[config.mk]
export PLATFORM = sky130hd
export DESIGN_NAME = ysyx_25020047_ifu
export DESIGN_NICKNAME = d
export VERILOG_FILES = /design/src/rtl/ysyx_25020047_ifu.sv
export SDC_FILE = /design/constraint.sdc
export NUM_CORES = 1
export LEC_CHECK = 0
export CORE_UTILIZATION = 41
export CTS_BUF_LIST = sky130_fd_sc_hd__clkbuf_8 sky130_fd_sc_hd__clkbuf_16
export CTS_CLUSTER_SIZE = 20
export DETAILED_ROUTE_END_ITERATION = 8
export GPL_ROUTABILITY_DRIVEN = 1
export GPL_TIMING_DRIVEN = 0
export MAX_ROUTING_LAYER = met4
export PLACE_DENSITY = 0.87
export SLEW_MARGIN = 20
export SYNTH_ARGS = -nofsm -noshare
export SYNTH_HDL_FRONTEND = slang
export SYNTH_SLANG_ARGS = --single-unit
[constraint.sdc]
create_clock -name clk -period 3.4 [get_ports clk]
set_input_delay 0.68 -clock clk [delete_from_list [all_inputs] [get_ports clk]]
set_output_delay 0.68 -clock clk [all_outputs]
set_load 0.02 [all_outputs]
[src/rtl/ysyx_25020047_ifu.sv]
// Instruction fetch unit.
// Holds the architectural PC and keeps exactly one instruction in flight:
// it requests the instruction from imem, hands it to decode with pc/snpc,
// then waits for writeback to return the next PC (dnpc) before fetching again.
//
// Ports:
//   clk, rst_n                       clock, asynchronous active-low reset
//   imem_req_valid/ready/addr        fetch request (addr == pc)
//   imem_rsp_valid/ready/data/err    fetch response; err qualified by valid
//   inst_valid/ready, inst, pc, snpc instruction to decode (snpc = pc + 4)
//   wb_valid, wb_dnpc                next PC from writeback
//   fetch_fault                      sticky fault flag (bus error or misaligned dnpc)
//
// Optional build macro YSYX_25020047_IFU_PERF_EN adds perf_fetch_cnt and
// perf_stall_cnt (64-bit, wrapping). Functional behaviour is identical without it.
//
// state | meaning
// ------+---------------------------------------------------------------
// IDLE  | single dead cycle after reset release
// REQ   | request for pc presented to imem, held until accepted
// WAIT  | waiting for the response; data latched into inst on success
// DISP  | inst/pc/snpc offered to decode, held until accepted
// EXEC  | instruction executing; waiting for writeback's dnpc
// FAULT | bus error or misaligned dnpc seen; only reset leaves
module ysyx_25020047_ifu #(
   parameter logic [31:0] RESET_PC = 32'h8000_0000
) (
   input  logic        clk,
   input  logic        rst_n,
   output logic        imem_req_valid,
   input  logic        imem_req_ready,
   output logic [31:0] imem_req_addr,
   input  logic        imem_rsp_valid,
   output logic        imem_rsp_ready,
   input  logic [31:0] imem_rsp_data,
   input  logic        imem_rsp_err,
   output logic        inst_valid,
   input  logic        inst_ready,
   output logic [31:0] inst,
   output logic [31:0] pc,
   output logic [31:0] snpc,
   input  logic        wb_valid,
   input  logic [31:0] wb_dnpc,
   output logic        fetch_fault
`ifdef YSYX_25020047_IFU_PERF_EN
   ,
   output logic [63:0] perf_fetch_cnt,
   output logic [63:0] perf_stall_cnt
`endif
);

   typedef enum logic [2:0] {
      S_IDLE  = 3'd0,
      S_REQ   = 3'd1,
      S_WAIT  = 3'd2,
      S_DISP  = 3'd3,
      S_EXEC  = 3'd4,
      S_FAULT = 3'd5
   } state_t;

   state_t      state, state_nxt;
   logic [31:0] pc_q;
   logic [31:0] inst_q;
   logic        rsp_ok;
   logic        wb_ok;

   assign rsp_ok = (state == S_WAIT) && imem_rsp_valid && !imem_rsp_err;
   assign wb_ok  = (state == S_EXEC) && wb_valid && (wb_dnpc[1:0] == 2'b00);

   always_ff @(posedge clk or negedge rst_n) begin
      if (!rst_n) begin
         state  <= S_IDLE;
         pc_q   <= RESET_PC;
         inst_q <= 32'h0;
      end else begin
         state <= state_nxt;
         if (rsp_ok) inst_q <= imem_rsp_data;
         if (wb_ok)  pc_q   <= wb_dnpc;
      end
   end

   always_comb begin
      state_nxt = state;
      case (state)
         S_IDLE: state_nxt = S_REQ;
         S_REQ:  if (imem_req_ready) state_nxt = S_WAIT;
         S_WAIT: begin
            // error takes priority over data in the same response
            if (imem_rsp_valid) state_nxt = imem_rsp_err ? S_FAULT : S_DISP;
         end
         S_DISP: if (inst_ready) state_nxt = S_EXEC;
         S_EXEC: begin
            if (wb_valid) state_nxt = (wb_dnpc[1:0] == 2'b00) ? S_REQ : S_FAULT;
         end
         S_FAULT: state_nxt = S_FAULT;
         default: state_nxt = S_FAULT;
      endcase
   end

   // Outputs depend on registered state only; no input-to-output paths.
   always_comb begin
      imem_req_valid = 1'b0;
      imem_rsp_ready = 1'b0;
      inst_valid     = 1'b0;
      fetch_fault    = 1'b0;
      case (state)
         S_REQ:   imem_req_valid = 1'b1;
         S_WAIT:  imem_rsp_ready = 1'b1;
         S_DISP:  inst_valid     = 1'b1;
         S_FAULT: fetch_fault    = 1'b1;
         default: ;
      endcase
   end

   assign imem_req_addr = pc_q;
   assign pc            = pc_q;
   assign snpc          = pc_q + 32'd4;
   assign inst          = inst_q;

`ifdef YSYX_25020047_IFU_PERF_EN
   always_ff @(posedge clk or negedge rst_n) begin
      if (!rst_n) begin
         perf_fetch_cnt <= 64'h0;
         perf_stall_cnt <= 64'h0;
      end else begin
         if (rsp_ok) perf_fetch_cnt <= perf_fetch_cnt + 64'd1;
         if (((state == S_REQ) && !imem_req_ready) ||
             ((state == S_WAIT) && !imem_rsp_valid))
            perf_stall_cnt <= perf_stall_cnt + 64'd1;
      end
   end
`endif

endmodule

== After elaboration in Yosys (flattened, before gate mapping) ==
Index checks and enable logic that the tools add are counted.
Cells by class
  equal/unequal tests: 9
  reductions and logical operators: 8
  mux-type cells: 11
  add/sub/neg operators: 1
Operators with widths (number)
  32-bit by 3-bit adder with 32-bit output (second input constant): 1
  3-bit 2-to-1 mux: 6
  3-bit one-hot mux with 5 select lines: 1
  2-bit != test (second input constant): 4
  3-bit by 2-bit == test with 1-bit output (second input constant): 2
  3-bit == test (second input constant): 2
  1-bit logical AND: 4
  1-bit 2-to-1 mux: 4
  4-bit AND reduction: 1
  3-bit by 1-bit == test with 1-bit output (second input constant): 1
  3-bit logical NOT: 1
  2-bit logical NOT: 1
  1-bit logical NOT: 1
Word-level totals
  bits in registers: 67
  output and inout port bits: 132
  logic and storage cells: 32

== Logic depth before layout (Yosys ltp) ==
  word-level depth: 4
  mapped depth: 5

== Least setup slack after synthesis ==
No wires, ideal clock.
  kind: register to output
  start: register pc_q[4], in the netlist imem_req_addr[4]
  end: output port snpc[23]
  setup slack: 0.837 ns
  cell stages (with the launch flop): 6
  arrival time: 1.883 ns
  required time: 2.720 ns
  cells stage by stage: dfrtp_1 > clkbuf_2 > nand4_1 > nor4_4 > nand4_1 > xnor2_1
Between the ends
  longest elaborated chain between the ends: 1
RTL lines
  start: declaration: line 62  | logic [31:0] pc_q;
  start signal: assignment: line 78  | if (wb_ok) pc_q <= wb_dnpc;
  32-bit by 3-bit adder with 32-bit output: line 117  | assign snpc = pc_q + 32'd4;
  end: declaration: line 41  | output logic [31:0] snpc,
Every way passes these cells.

== Worst setup path after layout ==
  start: register pc_q[3], in the netlist imem_req_addr[3]
  end: output port snpc[28]
Same word-level chain as after synthesis.

==> out/summary.log <==
[run_status] status complete, no violations
[drt] final antenna-violating net count 0
[drt] post-DR wirelength/cell 15.50 um
[power] switching part of the total power 37.58%
[synth] synthesized cell area 3405 um2
[die] Starting Density 43.16%
[power] Max IR drop VDD 0.2827 mV
[die] vertical extent of the die 93.13 um
[place] Port-buffer cells 202
[sta] worst clock skew 0.009446 ns
[setup_path] cell-by-cell listing of the critical path ha_1, nand3_1, nor4_4, nand3_1, xnor2_1, clkdlybuf4s50_1
[sta] hold violation total from the final report 0
[drt] DRC violation count after routing 0
[worst_hold_path] class of the most critical hold timing path input port to asynchronous set/reset pin
[power] Clock Power Share 16.9%
[synth] portion of the post-synthesis area used by sequential elements 49.28%
[place] sum of net half-perimeters after detailed placement 7353 um
[synth] combinational family with the most area after synthesis multiplexers
[clock_network] TritonCTS clock tree yes
[power] Power Density 711.0 nW/um2
[synth] xor/xnor cell area share of the yosys netlist 7.203%
[clock_network] latest clock arrival within the worst-skew pair 0.34 ns
[drt] met3 routed WL 740 um
[sta] FMAX 0.3036 GHz
[setup_path] data arrival time at the worst-slack endpoint 2.61 ns
[synth] post-synthesis simple-gate area fraction 12.02%
[drt] amount of wire on met2 after detailed routing 4788 um
[drt] 1st-iter DRT viols 97
[drt] average vias per placed instance 4.850
[sta] Finish-stage setup viols 0
[setup_path] cell mode on critical path sky130_fd_sc_hd__nand3_1
[setup_path] highest cell delay on the worst timing path 0.63 ns
[drt] First-pass DRT Iterations 5
[sta] pin slew with the least headroom to its limit 0.4868 ns
[die] FP Rows 32
[global_routing] number of antenna violations at the first check in global routing 0
[setup_path] FF-to-FF path depth 4
[drt] highest metal layer used by the detailed router met4
[cells_and_area] count of inserted antenna diode cells 0
[power] Int Pwr 0.002583 W
[die] number of placed I/O pins 203
[synth] number of synthesized register bits 67
[die] core outline area 7888 um2
[global_routing] grt ovf 0
[setup_path] CP Buf/Inv Count 1
[synth] instance count of the mapped netlist 277
[clock_network] CTS Buf Count 9
[clock_network] root cell of the clock tree sky130_fd_sc_hd__clkbuf_8
[setup_path] type of element capturing the critical path output port
[die] die outline area 8672 um2
[power] total power draw 0.004138 W
[setup_path] kind of cell with the highest combined delay on the critical path simple AND/OR/NAND/NOR gates
[drt] via count 2,910
[cells_and_area] fraction of layout instances using a drive strength above 1 26.91%
[synth] Compound-Gate Fraction of Synth Area 1.176%
[sta] normalized max-slew margin 67.43%
[synth] distinct cell type count of the synthesized netlist 31
[global_routing] first-pass GRT wire length 14,650 um
[sta] Tcrit/Tclk final 96.86%
[setup_path] startpoint of the worst register-to-register path state[0]
[drt] total routed wire length on the met1 layer 3676 um
[sta] crit path setup slack, layout 0.1067 ns
[global_routing] largest net degree at the start of global routing 36
[setup_path] setup slack, reg-to-reg 1.63 ns
[clock_network] Clock transition at path regs 0.08 ns
[sta] unrepaired setup endpoints after global routing yes
[power] Pleak 2.641 nW
[global_routing] number of global-route vias before repair 2,922
[synth] number of synthesis warnings 0
[clock_network] Clock Sink Count 67
[clock_network] hold-fix buffer count after cts 0
[sta] minimum period implied by the final worst setup slack 3.293 ns
[global_routing] overall routing resource usage 22.98%
[setup_path] type of the setup path with the least slack flop to output port
[cells_and_area] post-layout utilization of the core 73.78%
[setup_path] critical path peak fanout 6
[clock_network] buffers from clock root to sink, at most 2
[job] count of max-cap constraint violations 0
[synth] Mapped Nets 349
[setup_path] R2R Path End imem_req_addr[28]
[die] Die Width 93.13 um
[synth] adder-cell area share of the yosys netlist 0.3675%
[drt] DRT Wirelength 9301 um
[setup_path] critical-path cell with the highest stage delay sky130_fd_sc_hd__clkdlybuf4s50_1
[clock_network] H-tree depth 3
[sta] Setup TNS 0 ns
[power] switching power summed over all nets 0.001555 W
[synth] fraction of synthesized area in multiplexers 20.51%
[sta] number of max-slew violations in the final report 0
[cells_and_area] net count of the finished layout 565
[power] part of the total power dissipated in sequential elements 30.8%
[synth] average instance area after synthesis 12.29 um2
[power] relative contribution of combinational cells to total power 52.3%
[setup_path] launching element type of the critical path flop
[setup_path] critical path required time 2.72 ns
[cells_and_area] synth-to-layout area growth 70.93%
[place] worst setup slack after placement 0.2625 ns
[place] final RePlAce weighted congestion 0.7834
==> how the worst max path moves through the flow <==
stage,startpoint,depth (start not counted),end,slack [ns]
2_1_floorplan,imem_req_addr[4],5,snpc[23],0.84
3_3_place_gp,rst_n,1,inst[23],-0.59
3_5_place_dp,imem_req_addr[2],6,snpc[26],0.26
4_1_cts,imem_req_addr[2],6,snpc[28],0.01
5_1_grt,imem_req_addr[3],6,snpc[24],-0.03
6_report,imem_req_addr[3],6,snpc[28],0.11
==> registers in the layout, summed over array words and instances (netlist names) <==
register and flops:
state 3, imem_req_addr 32, inst 32
==> power groups by stage <==
stage               combinational [W]  sequential (W)  clock [W]
finish                        0.00216         0.00127   0.000700
floorplan                    0.000943         0.00140          0
global route                  0.00228         0.00132   0.000756
detailed placement            0.00219         0.00128          0
CTS                           0.00219         0.00126   0.000717
global placement              0.00216         0.00127          0
==> cell usage after synthesis (all sizes together) <==
| master | count | share of area [%] |
|---|---|---|
| a21boi | 1 | 0.22 |
| a21oi | 2 | 0.29 |
| a31oi | 2 | 0.37 |
| and2 | 3 | 0.55 |
| and3 | 6 | 1.1 |
| and4 | 1 | 0.26 |
| buf | 40 | 8.6 |
| clkbuf | 3 | 0.40 |
| dfrtp | 66 | 49 |
| dfstp | 1 | 0.77 |
| ha | 1 | 0.37 |
| inv | 4 | 0.44 |
| mux2 | 62 | 21 |
| nand2 | 10 | 1.1 |
| nand2b | 2 | 0.37 |
| nand3 | 11 | 1.6 |
| nand3b | 3 | 0.66 |
| nand4 | 12 | 2.6 |
| nor2 | 6 | 0.66 |
| nor3 | 5 | 0.73 |
| nor3b | 1 | 0.22 |
| nor4 | 4 | 1.6 |
| nor4b | 1 | 0.44 |
| o21ai | 2 | 0.29 |
| xnor2 | 20 | 5.1 |
| xor2 | 8 | 2.1 |
==> cell families (layout without fill, tap and decap cells) <==
kind of cell,Yosys count,in the layout
AO/OA/AOI/OAI,7,7
XOR/XNOR,28,28
adder cells (fa/ha/maj),1,1
buffers and inverters,47,268
flip-flops,67,67
multiplexers,62,62
AND/OR/NAND/NOR,65,65
==> per-layer routing <==
layer	vias to the layer above	global-route usage [%]
met5	-	-
met4	0	6.923
met3	10	6.341
met2	150	40.20
met1	1389	25.55
li1	1361	-
==> area by class of cell <==
class | count | area [um2]
clock buffers | 9 | 123.9
flip-flops and latches | 67 | 1682
inverters | 4 | 15.01
plain buffers | 42 | 302.8
clock inverters | 7 | 85.08
multi-input cells | 163 | 1416
fillers | 544 | 2068
repair buffers | 206 | 2067
well taps | 102 | 127.6
==> metrics by stage <==
stage | area, um2 | hold WS (ns) | instances
2_1_floorplan | 3405 | 0.3844 | 277
3_3_place_gp | 5554 | 0.4866 | 581
3_5_place_dp | 5572 | 0.4933 | 582
4_1_cts | 5801 | 0.3011 | 600
5_1_grt | 5819 | 0.3069 | 600
6_report | 5819 | 0.2952 | 600
==> cells in the final DEF (no fill, tap or decap), types with 2 or more instances in the layout <==
| master | instances |
|---|---|
| sky130_fd_sc_hd__clkdlybuf4s50_1 | 199 |
| sky130_fd_sc_hd__xor2_1 | 8 |
| sky130_fd_sc_hd__a21oi_1 | 2 |
| sky130_fd_sc_hd__xnor2_1 | 20 |
| sky130_fd_sc_hd__nor3_1 | 4 |
| sky130_fd_sc_hd__dlymetal6s2s_1 | 2 |
| sky130_fd_sc_hd__nand2_1 | 10 |
| sky130_fd_sc_hd__inv_1 | 6 |
| sky130_fd_sc_hd__mux2_2 | 62 |
| sky130_fd_sc_hd__a31oi_1 | 2 |
| sky130_fd_sc_hd__clkbuf_8 | 9 |
| sky130_fd_sc_hd__and3_1 | 5 |
| sky130_fd_sc_hd__clkinv_2 | 2 |
| sky130_fd_sc_hd__dfrtp_1 | 63 |
| sky130_fd_sc_hd__bufinv_16 | 2 |
| sky130_fd_sc_hd__buf_2 | 3 |
| sky130_fd_sc_hd__and2_1 | 3 |
| sky130_fd_sc_hd__nand3_1 | 11 |
| sky130_fd_sc_hd__clkbuf_2 | 2 |
| sky130_fd_sc_hd__nor4_4 | 2 |
| sky130_fd_sc_hd__buf_4 | 41 |
| sky130_fd_sc_hd__nand4_1 | 11 |
| sky130_fd_sc_hd__nor2_1 | 6 |
| sky130_fd_sc_hd__nand3b_1 | 3 |
| sky130_fd_sc_hd__o21ai_0 | 2 |
| sky130_fd_sc_hd__nand2b_1 | 2 |
| sky130_fd_sc_hd__dfrtp_2 | 3 |
==> what timing repair did <==
action | 4_1_cts | 5_1_grt
setup endpoints to repair | 5 | 15
resized for setup | 1 | 6
setup buffers | 2 | 1
pin swaps | 1 | 0
gates cloned | 0 | 0
(Power assumes the default switching activity.)
==> edit 1: new RTL, same flow settings <==
Add a define of `YSYX_25020047_IFU_PERF_EN`.
--- a/src/rtl/ysyx_25020047_ifu.sv
+++ b/src/rtl/ysyx_25020047_ifu.sv
@@ -22,6 +22,8 @@
 // DISP  | inst/pc/snpc offered to decode, held until accepted
 // EXEC  | instruction executing; waiting for writeback's dnpc
 // FAULT | bus error or misaligned dnpc seen; only reset leaves
+`define YSYX_25020047_IFU_PERF_EN
+
 module ysyx_25020047_ifu #(
    parameter logic [31:0] RESET_PC = 32'h8000_0000
 ) (
Behaviour (old outputs only; new: perf_fetch_cnt and perf_stall_cnt): unchanged (Yosys induction, for registers that start in step).
==> edit 1 against the original RTL <==
- fmax shrank 0.90%
- design area is 140% higher
- area after synthesis increased to 2.8 times the old value
- wire length rose to 2.8 times the old value
- total power is 96% higher
- sequential cell count increased by 128
- count of clock-buffer cells in the layout grew 8
- register-to-register slack worse by 670 ps
- worst setup slack worse by 30 ps
- critical path type unchanged
- largest power group is now sequential cells
==> edit 1: results (changes against the original RTL) <==
final_net_count: 1338  # +140%
avgSynthCellArea_um2: 10.4  # -16%
grt_max_degree: 84  # +130%
critPathArrivalTime_ps: 2640  # +30 ps
fin_skew_ps: 19.4  # +9.95 ps
layout-drive-gt1-share: 0.123  # -0.146
placement.io_buffers: 330  # +63%
p_leak_nw: 6.35  # +140%
clock_latency_ps: 430  # +90 ps
leading_post_synthesis_cells_by_cell_area: "sky130_fd_sc_hd__dfrtp_1 51%, sky130_fd_sc_hd__xor2_1 7.4%, sky130_fd_sc_hd__xnor2_1 6.8%, sky130_fd_sc_hd__nand2_1 6.5%, sky130_fd_sc_hd__mux2_2 3.7%"
detail_route.iter0.violations: 414  # +330%
outcome: "completed"
detail_route.vias_per_cell: 5.08  # +4.8%
numCtsBuffers: 17  # +8
most_frequent_cells_after_synthesis: "194 x sky130_fd_sc_hd__dfrtp_1, 163 x sky130_fd_sc_hd__nand2_1, 80 x sky130_fd_sc_hd__xor2_1"
num_vias: 7967  # +170%
dr_wl_cell_um: 16.4  # +5.6%
dpl.hpwl_mm: 19.7  # +170%
finalWeightedCongestion: 0.936  # +20%
place_worst_setup_slack_ps: 58.3  # -204 ps
cts_max_level: 4  # +1
grt_pass1_wl_mm: 40.8  # +180%
post-place-cells: 1529  # +160%
clock_tree.root_cell: "sky130_fd_sc_hd__clkbuf_16"
timing.max_cap.violations: 0  # unchanged
critPathMaxFanout: 8  # +2
vdd.ir_drop.worst_v: 0.000332  # +17%
netlist-cell-type-count: 44  # +42%
firstDrtPassIters: 5  # unchanged
antenna_found_initial: 6  # +6
synthesis.nets: 986  # +180%
grt_pass1_vias: 7983  # +170%
grt_use_total: 0.225  # -0.00527
worst_pin_slew_ps: 722  # +235 ps
yosysSeqAreaShare: 0.516  # +0.0227
family_with_the_most_delay_on_the_worst_path: "buffers and inverters"
edit 1: cell count changes in the layout (fill, tap and decap cells not counted), sizes merged, moves of 17 or more:
cell,unedited run,this run
clkbuf,11,28
clkdlybuf4s50,199,320
dfrtp,66,194
inv,6,41
mux2,62,31
nand2,10,163
nand3,11,50
nand4,12,50
nor2,6,52
nor3,5,44
nor4,4,28
xnor2,20,74
xor2,8,80
edit 1: cell families after synthesis:
family	synth area share
simple gates	0.237
flops	0.516
xor+xnor	0.142
buf+inv	0.0531
mux	0.0390
compound gates	0.00912
fa+ha+maj	0.00397
edit 1: path summary, 6_finish.rpt:
path / startpoint / endpoint / slack, ps / depth (start not counted)
setup / recovery: imem_req_addr[12] / snpc[22] / 80 / 7
hold / removal: rst_n / perf_fetch_cnt[50] / 140 / 1
setup reg to reg: perf_stall_cnt[0] / perf_stall_cnt[54] / 960 / 6
hold reg to reg: inst[5] / inst[5] / 470 / 2
max in group asynchronous: rst_n / imem_req_addr[3] / 2480 / 2
min in group clk: inst[5] / inst[5] / 470 / 2
edit 1: repair_timing:
action / CTS / global route
pin swaps: 3 / 1
hold buffers: 0 / 0
setup buffers: 2 / 0
endpoints found under the setup margin: 12 / 10
resized for setup: 13 / 11
hold endpoints to repair: 0 / 0
edit 1: final cells by class:
class	instances	area (µm²)
Antenna cell	6	15.0
Buffer	54	372
Clock buffer	17	425
Clock inverter	15	194
Fill cell	1805	8750
Inverter	34	128
Multi-Input combinational cell	628	4110
Sequential cell	195	4890
Tap cell	285	357
Timing Repair Buffer	334	3390
edit 1: worst reg2reg max path, cell delays in order, from the launching register on:
cell and delay, ps:
sky130_fd_sc_hd__dfrtp_1 480, sky130_fd_sc_hd__ha_1 250, sky130_fd_sc_hd__nand4_1 240, sky130_fd_sc_hd__nor4_1 390
sky130_fd_sc_hd__nand4_2 330, sky130_fd_sc_hd__or4_1 510, sky130_fd_sc_hd__xnor2_1 140
edit 1: through the flow:
step                area [µm²]  power (mW)
global route             13900        8.49
detailed placement       13200        6.08
global placement         13100        6.01
floorplan                 9470        4.49
CTS                      13800        8.19
finish                   13900        8.12
edit 1: metal layers:
layer	share of wire	global-route usage	up-vias
li1	-	-	3755
met2	0.50	0.375	306
met5	0	-	-
met4	0.028	0.0895	0
met3	0.076	0.0637	42
met1	0.40	0.254	3864
edit 1: report_power, final:
part | total (mW) | switching, mW | leakage [nW] | internal (mW)
logic | 2.98 | 1.42 | 3.47 | 1.56
clock network | 2.10 | 0.974 | 0.304 | 1.13
registers | 3.04 | 0.429 | 2.57 | 2.61
==> edit 2: new RTL, same flow settings <==
Made on the original files. Re-encode `state_t` (6 states) as one-hot, 6 bits wide.
--- a/src/rtl/ysyx_25020047_ifu.sv
+++ b/src/rtl/ysyx_25020047_ifu.sv
@@ -49,13 +49,13 @@
 `endif
 );
 
-   typedef enum logic [2:0] {
-      S_IDLE  = 3'd0,
-      S_REQ   = 3'd1,
-      S_WAIT  = 3'd2,
-      S_DISP  = 3'd3,
-      S_EXEC  = 3'd4,
-      S_FAULT = 3'd5
+   typedef enum logic [5:0] {
+      S_IDLE  = 6'b000001,
+      S_REQ   = 6'b000010,
+      S_WAIT  = 6'b000100,
+      S_DISP  = 6'b001000,
+      S_EXEC  = 6'b010000,
+      S_FAULT = 6'b100000
    } state_t;
 
    state_t      state, state_nxt;
Behaviour: same outputs for any inputs over 10 cycles, from zero or initial values and one cycle with rst_n low; not proved beyond that.
==> edit 2 against the original RTL <==
- worst setup slack better by 66 ps
- area after synthesis is 3.6% higher
- wire length is 2.4% higher
- via count is 2.5% higher
- sequential cell count rose by 3
- design area is 1.7% higher
- first-iteration DRC count unchanged
- fmax rose by 2.1%
- synthesized cell count rose by 5.4%
- register-to-register slack worse by 150 ps
Power is not compared: it rests on default switching activity, and its combinational part moved more than twofold at a synthesized area within 25%.
==> edit 2: results (changes against the original RTL) <==
grt_pass1_wl_mm: 14.9  # +1.7%
clkCellAreaFrac: 0.0268  # -0.00906
multi_input_area_share: 0.253  # +0.00925
finalWeightedCongestion: 0.881  # +12%
final-nonclk-buf-share: 0.399  # -0.00849
grt_max_degree: 38  # +5.6%
fin_skew_ps: 8.07  # -1.38 ps
fillers: 601  # +10%
synthesis.nets: 364  # +4.3%
seq_area_frac: 0.296  # +0.00744
layout-drive-gt1-share: 0.259  # -0.0103
gate_count_of_the_mapped_netlist: 292  # +5.4%
critPathMaxFanout: 9  # +3
most_frequent_cells_after_synthesis: "68 x sky130_fd_sc_hd__dfrtp_1, 61 x sky130_fd_sc_hd__mux2_2, 34 x sky130_fd_sc_hd__buf_4"
final_net_count: 582  # +3.0%
firstDrtPassIters: 4  # -1
grt_pass1_vias: 3039  # +4.0%
multi_input_comb_area_mm2: 0.00150  # +5.6%
leading_post_synthesis_cells_by_cell_area: "sky130_fd_sc_hd__dfrtp_1 48%, sky130_fd_sc_hd__mux2_2 19%, sky130_fd_sc_hd__buf_4 7.2%, sky130_fd_sc_hd__xnor2_1 5.0%, sky130_fd_sc_hd__xor2_1 2.2%"
netlist-cell-type-count: 38  # +23%
post_synth_instance_area_mm2: 0.00353  # +3.6%
outcome: "completed"
numClockSinks: 70  # +4.5%
final_cells: 619  # +3.2%
number_of_clock_tree_buffers_in_the_layout: 10  # +1
dr_wl_cell_um: 15.4  # -0.79%
comb.multi_input.count: 176  # +8.0%
layout.non_clock_inverters: 5  # +1
place_worst_setup_slack_ps: 289  # +26.4 ps
post-place-cells: 600  # +3.1%
-- edit 2: cell types whose count changed after synthesis, moves of 2 or more --
cell                       before  now
sky130_fd_sc_hd__nor2_1         6   14
sky130_fd_sc_hd__buf_2          3    7
sky130_fd_sc_hd__buf_4         37   34
sky130_fd_sc_hd__nand3_1       11   14
sky130_fd_sc_hd__nand3b_1       3    0
sky130_fd_sc_hd__or3_1          0    3
sky130_fd_sc_hd__clkbuf_2       2    0
sky130_fd_sc_hd__dfrtp_1       66   68
sky130_fd_sc_hd__nor4_1         2    0
sky130_fd_sc_hd__o21ai_1        0    2
sky130_fd_sc_hd__or4_1          0    2
-- edit 2: power by group through the flow --
stage | clock network, mW | registers, mW | logic, mW
finish | 0.560 | 0.839 | 0.122
global route | 0.614 | 0.839 | 0.132
CTS | 0.580 | 0.838 | 0.124
detailed placement | 0 | 0.854 | 0.123
global placement | 0 | 0.854 | 0.118
floorplan | 0 | 0.857 | 0.0110
-- edit 2: timing repair --
| item | CTS | global route |
|---|---|---|
| setup buffers | 0 | 4 |
| hold buffers | 0 | 0 |
| endpoints found under the setup margin | 7 | 17 |
| pin swaps | 1 | 4 |
| gates resized for setup | 2 | 5 |
-- edit 2: cell families after synthesis --
group,after synthesis,share of synthesized area
AO/OA/AOI/OAI,8,0.0149
XOR/XNOR,29,0.0720
adder cells (fa/ha/maj),1,0.00355
buffers and inverters,46,0.0876
flip-flops,70,0.497
multiplexers,62,0.198
other,1,0.00106
AND/OR/NAND/NOR,75,0.126
-- edit 2: path summary, 6_finish.rpt --
path | from | to | slack, ps | cells after the start
worst max register to register | state[2] | state[2] | 1480 | 4
max in group asynchronous | rst_n | state[0] | 2480 | 2
worst min-delay path | rst_n | imem_req_addr[15] | 300 | 1
min in group clk | inst[21] | inst[21] | 500 | 1
worst min register to register | inst[21] | inst[21] | 500 | 1
worst max-delay path | imem_req_addr[10] | snpc[28] | 170 | 7
-- edit 2: worst max-delay path, stage by stage, from the launching register on --
cell	delay [ps]
sky130_fd_sc_hd__dfrtp_1	510
sky130_fd_sc_hd__nand4_1	130
sky130_fd_sc_hd__buf_4	190
sky130_fd_sc_hd__nor4_4	250
sky130_fd_sc_hd__buf_4	200
sky130_fd_sc_hd__nand4_1	120
sky130_fd_sc_hd__xnor2_1	190
sky130_fd_sc_hd__clkdlybuf4s50_1	630
-- edit 2: metal layers --
layer,vias to the layer above,global-route usage,part of all wire
li1,1418,-,-
met1,1425,0.252,0.39
met2,132,0.399,0.53
met3,8,0.0427,0.060
met4,0,0.0732,0.011
met5,-,-,0
